===== config.mk =====
export PLATFORM = sky130hd
export DESIGN_NAME = gb_if_responder
export DESIGN_NICKNAME = d
export VERILOG_FILES = /design/src/rtl/gb_if_pkg.sv /design/src/rtl/gb_if_pipe_reg.sv /design/src/rtl/gb_if_responder.sv
export SDC_FILE = /design/constraint.sdc
export NUM_CORES = 1
export LEC_CHECK = 0
export BUFFER_PORTS_ARGS = -buffer_cell sky130_fd_sc_hd__buf_2
export CORE_AREA = 2 2 209 211
export DETAILED_ROUTE_END_ITERATION = 10
export DIE_AREA = 0 0 211 213
export HOLD_SLACK_MARGIN = 0.03
export SYNTH_ARGS = -nofsm -noshare
export SYNTH_HDL_FRONTEND = slang
export SYNTH_SLANG_ARGS = --single-unit

===== constraint.sdc =====
create_clock -name clk -period 1.88 [get_ports clk]
set_clock_uncertainty 0.05 [all_clocks]
set_input_delay 0.188 -clock clk [delete_from_list [all_inputs] [get_ports clk]]
set_output_delay 0.188 -clock clk [all_outputs]
set_load 0.01 [all_outputs]

===== src/rtl/gb_if_pkg.sv =====
// Shared encodings for the GB interface responder: directions, data types,
// FSM states and header field placement.
package gb_if_pkg;

  localparam logic DIR_GB2HOST = 1'b0;
  localparam logic DIR_HOST2GB = 1'b1;

  typedef enum logic [2:0] {
    DTYPE_0, DTYPE_1, DTYPE_2, DTYPE_3,
    DTYPE_4, DTYPE_5, DTYPE_6, DTYPE_7
  } data_type_t;

  typedef enum logic [2:0] {
    ST_IDLE,
    ST_HDR,
    ST_RD,
    ST_WR,
    ST_DONE
  } state_t;

  localparam int unsigned HDR_DIR_BIT    = 0;
  localparam int unsigned HDR_TYPE_LSB   = 1;
  localparam int unsigned HDR_TYPE_WIDTH = 3;
  localparam int unsigned HDR_LEN_LSB    = 4;

endpackage


===== src/rtl/gb_if_pipe_reg.sv =====
// One-entry valid/ready register stage. Refills in the same cycle it drains,
// so it sustains one beat per cycle; en gates acceptance of new beats.
module gb_if_pipe_reg #(
  parameter int unsigned WIDTH = 128
) (
  input  logic             clk,
  input  logic             rst_n,
  input  logic             en,
  input  logic             up_val,
  output logic             up_rdy,
  input  logic [WIDTH-1:0] up_data,
  output logic             dn_val,
  input  logic             dn_rdy,
  output logic [WIDTH-1:0] dn_data
);

  logic load;

  assign load   = !dn_val || dn_rdy;
  assign up_rdy = load && en;

  // Hold the entry while stalled; otherwise take the next beat or go empty.
  always_ff @(posedge clk) begin
    if (!rst_n) begin
      dn_val  <= 1'b0;
      dn_data <= '0;
    end else if (load) begin
      dn_val <= up_val && en;
      if (up_val && en) dn_data <= up_data;
    end
  end

endmodule


===== src/rtl/gb_if_responder.sv =====
// Off-chip responder for the GB configuration/data port: accepts one GB
// transfer request at a time, sends a header word to the host, then streams
// the burst host->GB (RD) or GB->host (WR) through a register stage.
module gb_if_responder
  import gb_if_pkg::*;
#(
  parameter int unsigned PORT_WIDTH = 128,
  parameter int unsigned LEN_WIDTH  = 8
) (
  input  logic                  clk,
  input  logic                  rst_n,
  input  logic                  GBIF_cfg_val,
  output logic                  IFGB_cfg_rdy,
  input  logic [3:0]            GBIF_cfg_info,
  input  logic [LEN_WIDTH-1:0]  CFGIF_burst_len,
  input  logic                  GBIF_wr_val,
  output logic                  IFGB_wr_rdy,
  input  logic [PORT_WIDTH-1:0] GBIF_wr_data,
  output logic                  IFGB_rd_val,
  input  logic                  GBIF_rd_rdy,
  output logic [PORT_WIDTH-1:0] IFGB_rd_data,
  output logic                  IFHOST_val,
  input  logic                  HOSTIF_rdy,
  output logic [PORT_WIDTH-1:0] IFHOST_data,
  input  logic                  HOSTIF_val,
  output logic                  IFHOST_rdy,
  input  logic [PORT_WIDTH-1:0] HOSTIF_data,
  output logic                  IF_busy,
  output logic                  IF_done
);

  localparam logic [LEN_WIDTH:0] CNT_ONE = 1;

  state_t                  state;
  data_type_t              type_q;
  logic                    dir_q;
  logic [LEN_WIDTH:0]      len_q;
  logic [LEN_WIDTH:0]      in_cnt;
  logic [LEN_WIDTH:0]      out_cnt;
  logic                    hdr_val;
  logic [PORT_WIDTH-1:0]   hdr_word;

  logic                    rd_en, wr_en;
  logic                    rd_in_rdy, wr_in_rdy;
  logic                    wr_out_val;
  logic [PORT_WIDTH-1:0]   wr_out_data;
  logic                    in_hs, out_hs;

  assign IFGB_cfg_rdy = (state == ST_IDLE);
  assign IF_busy      = (state != ST_IDLE);
  assign IF_done      = (state == ST_DONE);

  assign rd_en = (state == ST_RD) && (in_cnt != '0);
  assign wr_en = (state == ST_WR) && (in_cnt != '0);

  assign IFHOST_rdy  = rd_in_rdy;
  assign IFGB_wr_rdy = wr_in_rdy;

  // The host output carries the header in HDR and WR beats afterwards; the
  // WR stage is always empty during HDR, so the valids can simply be ORed.
  assign IFHOST_val  = hdr_val || wr_out_val;
  assign IFHOST_data = (state == ST_HDR) ? hdr_word : wr_out_data;

  assign in_hs  = (HOSTIF_val && rd_in_rdy) || (GBIF_wr_val && wr_in_rdy);
  assign out_hs = (IFGB_rd_val && GBIF_rd_rdy) || (wr_out_val && HOSTIF_rdy);

  // Header word: direction in bit 0, type above it, stored length above that.
  always_comb begin
    hdr_word = '0;
    hdr_word[HDR_DIR_BIT] = dir_q;
    hdr_word[HDR_TYPE_LSB +: HDR_TYPE_WIDTH] = type_q;
    hdr_word[HDR_LEN_LSB +: LEN_WIDTH+1] = len_q;
  end

  // Transfer sequencing, request latching, header valid and beat counters.
  always_ff @(posedge clk) begin
    if (!rst_n) begin
      state   <= ST_IDLE;
      type_q  <= DTYPE_0;
      dir_q   <= 1'b0;
      len_q   <= '0;
      in_cnt  <= '0;
      out_cnt <= '0;
      hdr_val <= 1'b0;
    end else begin
      case (state)
        ST_IDLE: begin
          if (GBIF_cfg_val) begin
            type_q  <= data_type_t'(GBIF_cfg_info[3:1]);
            dir_q   <= GBIF_cfg_info[0];
            len_q   <= {CFGIF_burst_len == '0, CFGIF_burst_len};
            hdr_val <= 1'b1;
            state   <= ST_HDR;
          end
        end
        ST_HDR: begin
          if (hdr_val && HOSTIF_rdy) begin
            hdr_val <= 1'b0;
            in_cnt  <= len_q;
            out_cnt <= len_q;
            state   <= (dir_q == DIR_HOST2GB) ? ST_RD : ST_WR;
          end
        end
        ST_RD, ST_WR: begin
          if (in_hs) in_cnt <= in_cnt - CNT_ONE;
          if (out_hs) begin
            out_cnt <= out_cnt - CNT_ONE;
            if (out_cnt == CNT_ONE) state <= ST_DONE;
          end
        end
        ST_DONE: state <= ST_IDLE;
        default: state <= ST_IDLE;
      endcase
    end
  end

  gb_if_pipe_reg #(.WIDTH(PORT_WIDTH)) u_rd_pipe (
    .clk     (clk),
    .rst_n   (rst_n),
    .en      (rd_en),
    .up_val  (HOSTIF_val),
    .up_rdy  (rd_in_rdy),
    .up_data (HOSTIF_data),
    .dn_val  (IFGB_rd_val),
    .dn_rdy  (GBIF_rd_rdy),
    .dn_data (IFGB_rd_data)
  );

  gb_if_pipe_reg #(.WIDTH(PORT_WIDTH)) u_wr_pipe (
    .clk     (clk),
    .rst_n   (rst_n),
    .en      (wr_en),
    .up_val  (GBIF_wr_val),
    .up_rdy  (wr_in_rdy),
    .up_data (GBIF_wr_data),
    .dn_val  (wr_out_val),
    .dn_rdy  (HOSTIF_rdy),
    .dn_data (wr_out_data)
  );

endmodule


# Word-level counts from Yosys, hierarchy flattened
# Cells that the tools add are included.
# totals
reg_bits	293
output_inout_bits	263
rom_bits	0
memories	0
latch_bits	0
ramBits	0
# op_classes
eq_ne	10
n_div	0
multipliers	0
n_lt_le_gt_ge	0
shifts	0
n_reduce_logical	32
bitwise	0
n_mux	15
addsub	2
# op_table
op	n
$mux W128	1
$pmux W9 S2	2
$mux W9	3
$sub A9 B1 Y9 const B	2
$mux W3	4
$logic_and A1 B1 Y1	11
$eq A9 B1 Y1 const B	1
$pmux W3 S3	1
$reduce_and A3 Y1	3
$reduce_bool A9 Y1	1
$logic_not A8 Y1	1
$ne A2 B2 Y1 const B	4
$eq A3 B2 Y1 const B	2
$reduce_and A2 Y1	3
$logic_or A1 B1 Y1	5
$reduce_and A4 Y1	1
$reduce_bool A2 Y1	2
$eq A3 B1 Y1 const B	1
$eq A3 B3 Y1 const B	1
$logic_not A3 Y1	1
$mux W1	3
$reduce_bool A3 Y1	1
$logic_not A1 Y1	2
$ne A2 B1 Y1 const B	1
2 further kinds	2

# Logic depth before layout (Yosys ltp)
# Gate-level depths: netlist of the first run.
# logic_depth
word_depth	7
ltp_mapped	10
depth_no_buf	7

# Hierarchy
# Synthesis of the first run repeated with hierarchy kept, for this count alone.
# unflattened
cells_unflattened	1500
area_unflattened_um2	13324.0
# modules_own_cells
mod	instances	cells_per_inst	area_each_um2	seq_area_each_um2
gb_if_pipe_reg	2	561	5283.8	2582.5
gb_if_responder	1	378	2756.4	700.7

# Worst setup path after synthesis of the first run
# OpenSTA, ideal clock, no wires.
# synth_timing
path_type	flip-flop to flip-flop
from	reg in_cnt[0]
to	reg in_cnt[2]
slack_ps	-242
setup_time_ps	117
required_ps	1713
stages_incl_launch_ff	10
period_less_slack_ps	2122
t_arrival_ps	1955
path_buffers	2
path_cell_list	dfxtp_1 inv_1 ha_1 nor4b_2 a2111oi_4 and2_1 buf_4 buf_6 o22ai_1 a32o_1
# synth_between
elab_chain_cells	7
word_cells_on_any_way	13
cone_classes	add/sub (1); eq/ne (1); mux (2); reduce/logical (9)
# synth_lines
item	line_no	source
start: declaration	gb_if_responder.sv:38	logic [LEN_WIDTH:0] in_cnt;
start signal: assignment	gb_if_responder.sv:99	in_cnt <= len_q;
start signal: assignment	gb_if_responder.sv:105	if (in_hs) in_cnt <= in_cnt - CNT_ONE;
$reduce_bool A9 Y1	gb_if_responder.sv:53	assign rd_en = (state == ST_RD) && (in_cnt != '0);
$logic_and A1 B1 Y1	gb_if_responder.sv:53	
$logic_and A1 B1 Y1	gb_if_pipe_reg.sv:20	assign up_rdy = load && en;
named net IFHOST_rdy	gb_if_responder.sv:26	output logic IFHOST_rdy,
$logic_and A1 B1 Y1	gb_if_responder.sv:64	assign in_hs = (HOSTIF_val && rd_in_rdy) || (GBIF_wr_val && wr_in_rdy);
$logic_or A1 B1 Y1	gb_if_responder.sv:64	
$ne A2 B2 Y1 (no source line)	-	
$reduce_and A3 Y1 (no source line)	-	
# The timed path passes the listed nets, and every way through them passes these cells. The select of a mux whose other input is x is not followed.
# A chain may end at the register's enable or synchronous reset.

# Final worst setup path of the first run
# layout_timing
from	reg state[2]
to	out IFHOST_data[95]
# layout_between
elab_chain_cells	2
# layout_lines
item	line_no	source
start: declaration	gb_if_responder.sv:34	state_t state;
start signal: assignment	gb_if_responder.sv:101	state <= (dir_q == DIR_HOST2GB) ? ST_RD : ST_WR;
$eq A3 B1 Y1	gb_if_responder.sv:62	assign IFHOST_data = (state == ST_HDR) ? hdr_word : wr_out_data;
$mux W128	gb_if_responder.sv:62	
end: declaration	gb_if_responder.sv:24	output logic [PORT_WIDTH-1:0] IFHOST_data,
# Every way passes these cells.

==> results.sh, run 1 <==
export IMPL_ys_warnings_count=0
export IMPL_design_portCount=538
export IMPL_cts_tree="done"
export IMPL_routedWlPerCell_um=19.18
export IMPL_hpwl_um=28890
export IMPL_num_vias=15040
export IMPL_die_h_um=213
export IMPL_overflow=0
export IMPL_port_buffers=537
export IMPL_synthTopCellsByCount="nand2_1 (597), dfxtp_1 (293), a21oi_1 (287)"
export IMPL_tightest_slew_ns=0.6786
export IMPL_cts_clk_slew_worst_paths_ns=0.06
export IMPL_grt_max_degree=91
export IMPL_setup_viol=402
export IMPL_critPathLaunchType="flip-flop"
export IMPL_crit_type="flip-flop to primary output"
export IMPL_synth_area_leaders="dfxtp_1 (50%), nand2_1 (19%), a21oi_1 (12%), and2_1 (6.4%), clkbuf_1 (2.3%)"
export IMPL_cts_buffers=35
export IMPL_status="finished with violations"
export IMPL_root_buffer="clkbuf_16"
export IMPL_required_ns=1.64
export IMPL_rsz0062_at_grt="yes"
export IMPL_max_cap_violations=0
export IMPL_numClockSinks=293
export IMPL_drc_errors=0
export IMPL_hold_violations=0
export IMPL_synth_seq_cells=293
export IMPL_min_path_type="input pin to flip-flop"
export IMPL_clockBufferDepth=3
export IMPL_gp_congestion=0.8214
export IMPL_via_per_inst=4.975
export IMPL_layout_drive_gt1_share_pct=51.82
export IMPL_design_area_um2=23720
export IMPL_worstSetupEndpointType="primary output"
export IMPL_crit_arrival_ns=2.08
export IMPL_area_growth_syn_to_layout_pct=103.9
export IMPL_drv_slew=0
export IMPL_vdd_drop_max_uv=552.2
export IMPL_avgSynthCellArea_um2=7.614
export IMPL_async_reset_ff_share_pct=0
export IMPL_core_area_um2=42700
export IMPL_grt_pass1_vias=14090
export IMPL_placed_area_um2=15580
export IMPL_die_area_um2=44940
export IMPL_synth_area_um2=11630
export IMPL_synth_nets=1806
export IMPL_path_max_fanout=45
export IMPL_finalCritPeriodShare_pct=123.3
export IMPL_syn_inst=1528
export IMPL_die_w_um=211
export IMPL_synth_most_common_cell="nand2_1"
export IMPL_ys_seq_area_share_pct=50.42
export IMPL_yosysUniqueCellTypes=49
export IMPL_yosys_area_top_type_share_pct=50.42
export IMPL_finalWorstSetupSlack_ns=-0.4386
export IMPL_synth_edff_count=0
export IMPL_ys_flop_type="dfxtp_1"
export IMPL_drt_wl_total_um=57980
export IMPL_p_leak_nw=10.94
export IMPL_fin_crit_ns=2.319
export IMPL_power_per_cell_area_nw_per_um2=719.5
export IMPL_n_fill_cell=3278
export IMPL_fmax_ghz=0.4313
export IMPL_grt_first_pass_wirelength_um=71870
export IMPL_rows=76
export IMPL_start_util_pct=27.25
export IMPL_drtPass1Iterations=5
export IMPL_layout_nets=2728
export IMPL_setup_tns_ns=-90.28
export IMPL_cts_max_level=2
export IMPL_slew_headroom_pct=54.76
export IMPL_clock_latency_ns=0.52
export IMPL_yosysTopAreaCell="dfxtp_1"
export IMPL_antenna_found_initial=1
export IMPL_grtUsageTotal_pct=19.94
export IMPL_ant_nets=0
export IMPL_drt_iter0_markers=1242
export IMPL_violations="negative setup slack"
export IMPL_total_power_w=0.01707
==> power by group <==
part,switching [W],leakage (nW),internal (W)
clock network,0.00270,0.545,0.00385
registers,0.000123,2.36,0.00637
logic,0.00217,8.03,0.00186
total,0.00499,10.9,0.0121
==> final timing paths <==
check / startpoint / end / slack [ns] / cells after the start
setup / recovery: state[2] / IFHOST_data[95] / -0.44 / 5
hold / removal: HOSTIF_val / u_rd_pipe.dn_data[118] / 0.14 / 5
setup reg to reg: in_cnt[0] / u_rd_pipe.dn_data[121] / -0.31 / 9
hold reg to reg: u_rd_pipe.dn_data[12] / u_rd_pipe.dn_data[12] / 0.40 / 2
==> metrics by stage <==
step | setup slack [ns] | utilization [%] | hold slack [ns] | instances
after floorplan | -0.1200 | - | 0.2740 | 1528
after global placement | -0.1389 | 36.49 | 0.3790 | 2611
after detailed placement | -0.2374 | 36.49 | 0.3851 | 2611
after CTS | -0.4390 | 48.73 | 0.07719 | 2981
after global routing | -0.4892 | 55.56 | 0.1372 | 3021
final | -0.4386 | 55.56 | 0.1365 | 3022
==> timing repair <==
item	in CTS	in global routing
cloned	22	20
hold endpoints to repair	278	0
gates resized for setup	175	672
buffers inserted	15	33
hold buffers	272	0
endpoints found under the setup margin	400	411
pin swaps	72	317
==> layout by cell type (no fill, tap or decap), types with 3 or more instances in the layout <==
| master | synthesis | routed |
|---|---|---|
| dfxtp_1 | 293 | 287 |
| clkbuf_8 | 0 | 3 |
| nor4_1 | 6 | 6 |
| a32o_1 | 4 | 3 |
| nand3_1 | 7 | 6 |
| buf_4 | 3 | 72 |
| nand2b_1 | 4 | 4 |
| nor2b_1 | 3 | 3 |
| clkinv_2 | 0 | 11 |
| nor2_4 | 0 | 3 |
| buf_16 | 0 | 19 |
| and2_4 | 0 | 13 |
| a22oi_1 | 5 | 5 |
| buf_12 | 0 | 36 |
| dlygate4sd3_1 | 0 | 272 |
| nand2_1 | 597 | 354 |
| clkbuf_1 | 71 | 9 |
| nand2_4 | 0 | 194 |
| o21ai_2 | 0 | 3 |
| and2_1 | 119 | 106 |
| buf_6 | 11 | 39 |
| nand2_2 | 1 | 50 |
| a21oi_2 | 0 | 204 |
| o22ai_2 | 0 | 3 |
| clkbuf_16 | 0 | 54 |
| buf_2 | 26 | 523 |
| a21oi_1 | 287 | 81 |
| o21ai_0 | 17 | 13 |
| nor2_1 | 19 | 16 |
| inv_1 | 6 | 4 |
| buf_8 | 0 | 18 |
| dfxtp_2 | 0 | 6 |
| nor3b_1 | 4 | 3 |
==> logic make-up after synthesis <==
group / after synthesis / share of synthesized area, %
fa+ha+maj: 3 / 0.3227
flops: 293 / 50.42
buf+inv: 119 / 4.926
simple gates: 776 / 28.78
compound gates: 337 / 15.55
==> routing by layer <==
layer,track usage [%],vias up,part of all wire (%)
met3,5.442,234,8.3
met4,10.78,0,5.3
met5,0,-,0
met1,22.33,7119,37
li1,-,6826,-
met2,34.47,856,49
==> registers in the layout, indices dropped and copies added, names as in the netlist, 3 cells and up <==
name,flops
u_rd_pipe.dn_data,128
u_wr_pipe.dn_data,128
in_cnt,9
len_q,9
out_cnt,9
state,3
type_q,3
==> layout make-up <==
cell class	instances	area, um^2	area share, %
Clock inverter	12	85.08	0.3586
Tap cell	546	683.2	2.880
Sequential cell	293	5873	24.76
Multi-Input combinational cell	1117	7782	32.81
Antenna cell	2	5.005	0.02110
Timing Repair Buffer	996	8259	34.82
Clock buffer	49	1001	4.219
Inverter	7	33.78	0.1424
==> critical path, cell delays in order, from the launching register on <==
cell	delay [ns]
dfxtp_2	0.32
buf_6	0.11
or3b_4	0.50
clkbuf_16	0.26
and2_1	0.21
buf_2	0.15
(Power assumes the default switching activity.)
==> run 2: changes to the inputs <==
--- a/config.mk
+++ b/config.mk
@@ -13,3 +13,4 @@
 export SYNTH_ARGS = -nofsm -noshare
 export SYNTH_HDL_FRONTEND = slang
 export SYNTH_SLANG_ARGS = --single-unit
+export TNS_END_PERCENT = 20
==> constraint.sdc (replaced) <==
create_clock -name clk -period 2.16 [get_ports clk]
set_clock_uncertainty 0.05 [all_clocks]
set_input_delay 0.216 -clock clk [delete_from_list [all_inputs] [get_ports clk]]
set_output_delay 0.216 -clock clk [all_outputs]
set_load 0.01 [all_outputs]
==> run 2 against run 1 <==
  * Clock power is 7.2% lower
  * Total power is 12% lower
  * Setup slack better by 0.24 ns
  * Sequential share of layout area is 4.1 points higher
  * Sequential power is 13% lower
  * Final cell count is 3.2% lower
  * The run still ends with negative setup slack left
  * Clock-buffer cell count is 4 lower
  * Die area stayed put
  * Non-clock buffer count is 91 lower
  * Flip-flop and latch count stayed put
  * Global-route usage is 0.94 points lower
  * Via count is 7.4% lower
==> results.sh, run 2 (same netlist as run 1, synthesis figures left out) <==
export IMPL_path_cells="buf_6 -> or3b_4 -> buf_12 -> buf_16 -> nand2_2 -> nand2_1 -> buf_2"
export IMPL_r2r_cells=16
export IMPL_p_leak_nw=8.747
export IMPL_cp_top_family="buffers and inverters"
export IMPL_start_util_pct=27.25
export IMPL_reg_top3="u_rd_pipe.dn_data (128), u_wr_pipe.dn_data (128)"
export IMPL_slew_headroom_pct=61.73
export IMPL_cts_tree="done"
export IMPL_path_max_fanout=15
export IMPL_rrSetupSlack_ns=-0.10
export IMPL_grt_max_degree=85
export IMPL_grt_pass1_vias=13450
export IMPL_drt_wl_total_um=49190
export IMPL_fmax_ghz=0.4240
export IMPL_critPathLaunchType="flip-flop"
export IMPL_rows=76
export IMPL_worst_r2r_endpoint="in_cnt[3]"
export IMPL_setup_tns_ns=-17.35
export IMPL_core_area_um2=42700
export IMPL_whs_ns=0.1443
export IMPL_root_buffer="clkbuf_16"
export IMPL_die_w_um=211
export IMPL_drv_slew=0
export IMPL_port_buffers=537
export IMPL_cpMaxStageDelayCell="or3b_4"
export IMPL_holdPathStages=4
export IMPL_layout_nets=2635
export IMPL_cts_max_level=2
export IMPL_final_common_cell="nand2_1"
export IMPL_grt_first_pass_wirelength_um=68750
export IMPL_tightest_slew_ns=0.5688
export IMPL_drt_iter0_markers=950
export IMPL_fin_crit_ns=2.359
export IMPL_drtPass1Iterations=5
export IMPL_crit_type="flip-flop to primary output"
export IMPL_rsz0062_at_grt="yes"
export IMPL_area_growth_syn_to_layout_pct=75.01
export IMPL_violations="negative setup slack"
export IMPL_mostFrequentLayoutCells="nand2_1 (592), buf_2 (462), dfxtp_1 (288)"
export IMPL_finalCritPeriodShare_pct=109.2
export IMPL_cts_buffers=34
export IMPL_path_buf_inv=4
export IMPL_max_cap_violations=0
export IMPL_min_from="HOSTIF_val"
export IMPL_placed_area_um2=15070
export IMPL_power_per_cell_area_nw_per_um2=735.6
export IMPL_n_fill_cell=3849
export IMPL_place_ws_ns=-0.09740
export IMPL_grtUsageTotal_pct=18.99
export IMPL_layout_drive_gt1_share_pct=34.05
export IMPL_design_portCount=538
export IMPL_overflow=0
export IMPL_antenna_found_initial=2
export IMPL_setup_viol=132
export IMPL_finalWorstSetupSlack_ns=-0.1988
export IMPL_worstSetupEndpointType="primary output"
export IMPL_numClockSinks=293
export IMPL_gp_congestion=0.7874
export IMPL_clock_latency_ns=0.53
export IMPL_design_area_um2=20360
export IMPL_num_vias=13920
export IMPL_vdd_drop_max_uv=589.4
export IMPL_worst_path_largest_cell_delay_ns=0.40
export IMPL_rr_startpoint="in_cnt[1]"
export IMPL_required_ns=1.89
export IMPL_cts_clk_slew_worst_paths_ns=0.06
export IMPL_clockBufferDepth=3
export IMPL_routedWlPerCell_um=16.81
export IMPL_die_h_um=213
export IMPL_drc_errors=0
export IMPL_status="finished with violations"
export IMPL_hold_violations=0
export IMPL_hold_end="u_rd_pipe.dn_val"
export IMPL_min_path_type="input pin to flip-flop"
export IMPL_die_area_um2=44940
export IMPL_via_per_inst=4.756
export IMPL_crit_arrival_ns=2.09
export IMPL_hpwl_um=28400
export IMPL_ant_nets=0
## run 2: changes by cell type in the layout (fill, tap and decap cells not counted), sizes merged
cell	change
clkbuf	-14
clkinv	-3
or2	-1
buf	-81
diode	-1
bufinv	+4
## run 2: layout make-up
cell class              count  area [um^2]  share of cell area, %
multi-input cells        1116         5528                  27.15
clock inverters            13        190.2                 0.9341
flip-flops and latches    293         5872                  28.84
diodes                      1        2.502                0.01229
well taps                 546        683.2                  3.355
inverters                   7        33.78                 0.1659
clock buffers              45        975.9                  4.794
repair buffers            905         7074                  34.75
## run 2: worst reg2reg max path, cell delays in order (launching register included)
cell,delay [ns]
dfxtp_2,0.34
inv_2,0.06
buf_4,0.12
buf_4,0.12
buf_4,0.12
buf_4,0.12
buf_4,0.12
buf_4,0.12
buf_4,0.12
buf_4,0.12
buf_4,0.12
buf_4,0.12
buf_4,0.12
buf_4,0.12
a31oi_1,0.14
a21oi_1,0.06
o32ai_1,0.09
## run 2: routing by layer
metal / up-vias / routed length [um] / track usage (%)
met5: - / 17 / 0
met4: 2 / 2489 / 8.766
met3: 172 / 4233 / 5.839
met2: 711 / 23760 / 33.37
met1: 6422 / 18690 / 21.00
li1: 6608 / - / -
## run 2: through the flow
stage                     cells  total power [W]  utilization, %
after global routing       2926          0.01553           47.68
after detailed placement   2559         0.007727           35.30
after floorplan            1528         0.006853               -
final                      2926          0.01498           47.68
after CTS                  2911          0.01480           45.76
after global placement     2559         0.007713           35.30
## run 2: power by group
group | switching [W] | internal [W]
logic | 0.00174 | 0.00151
registers | 0.000111 | 0.00554
clock network | 0.00231 | 0.00377
total | 0.00416 | 0.0108
## run 2: what timing repair did
item | CTS | global route
pin swaps | 10 | 62
endpoints found under the hold margin | 276 | 0
setup buffers | 18 | 5
cloned | 5 | 9
resized for setup | 71 | 138
hold buffers | 272 | 0
setup endpoints to repair | 283 | 301
## run 2: how the worst max path moves through the flow
stage | startpoint | endpoint | slack, ns | cells past startpoint
after global routing | state[1] | IFHOST_data[54] | -0.24 | 6
after CTS | state[1] | IFHOST_data[69] | -0.20 | 6
after floorplan | in_cnt[0] | in_cnt[2] | 0.04 | 9
final | state[1] | IFHOST_data[1] | -0.20 | 7
after detailed placement | in_cnt[0] | u_wr_pipe.dn_data[84] | -0.1 | 9
after global placement | in_cnt[0] | u_wr_pipe.dn_data[97] | -0.06 | 9
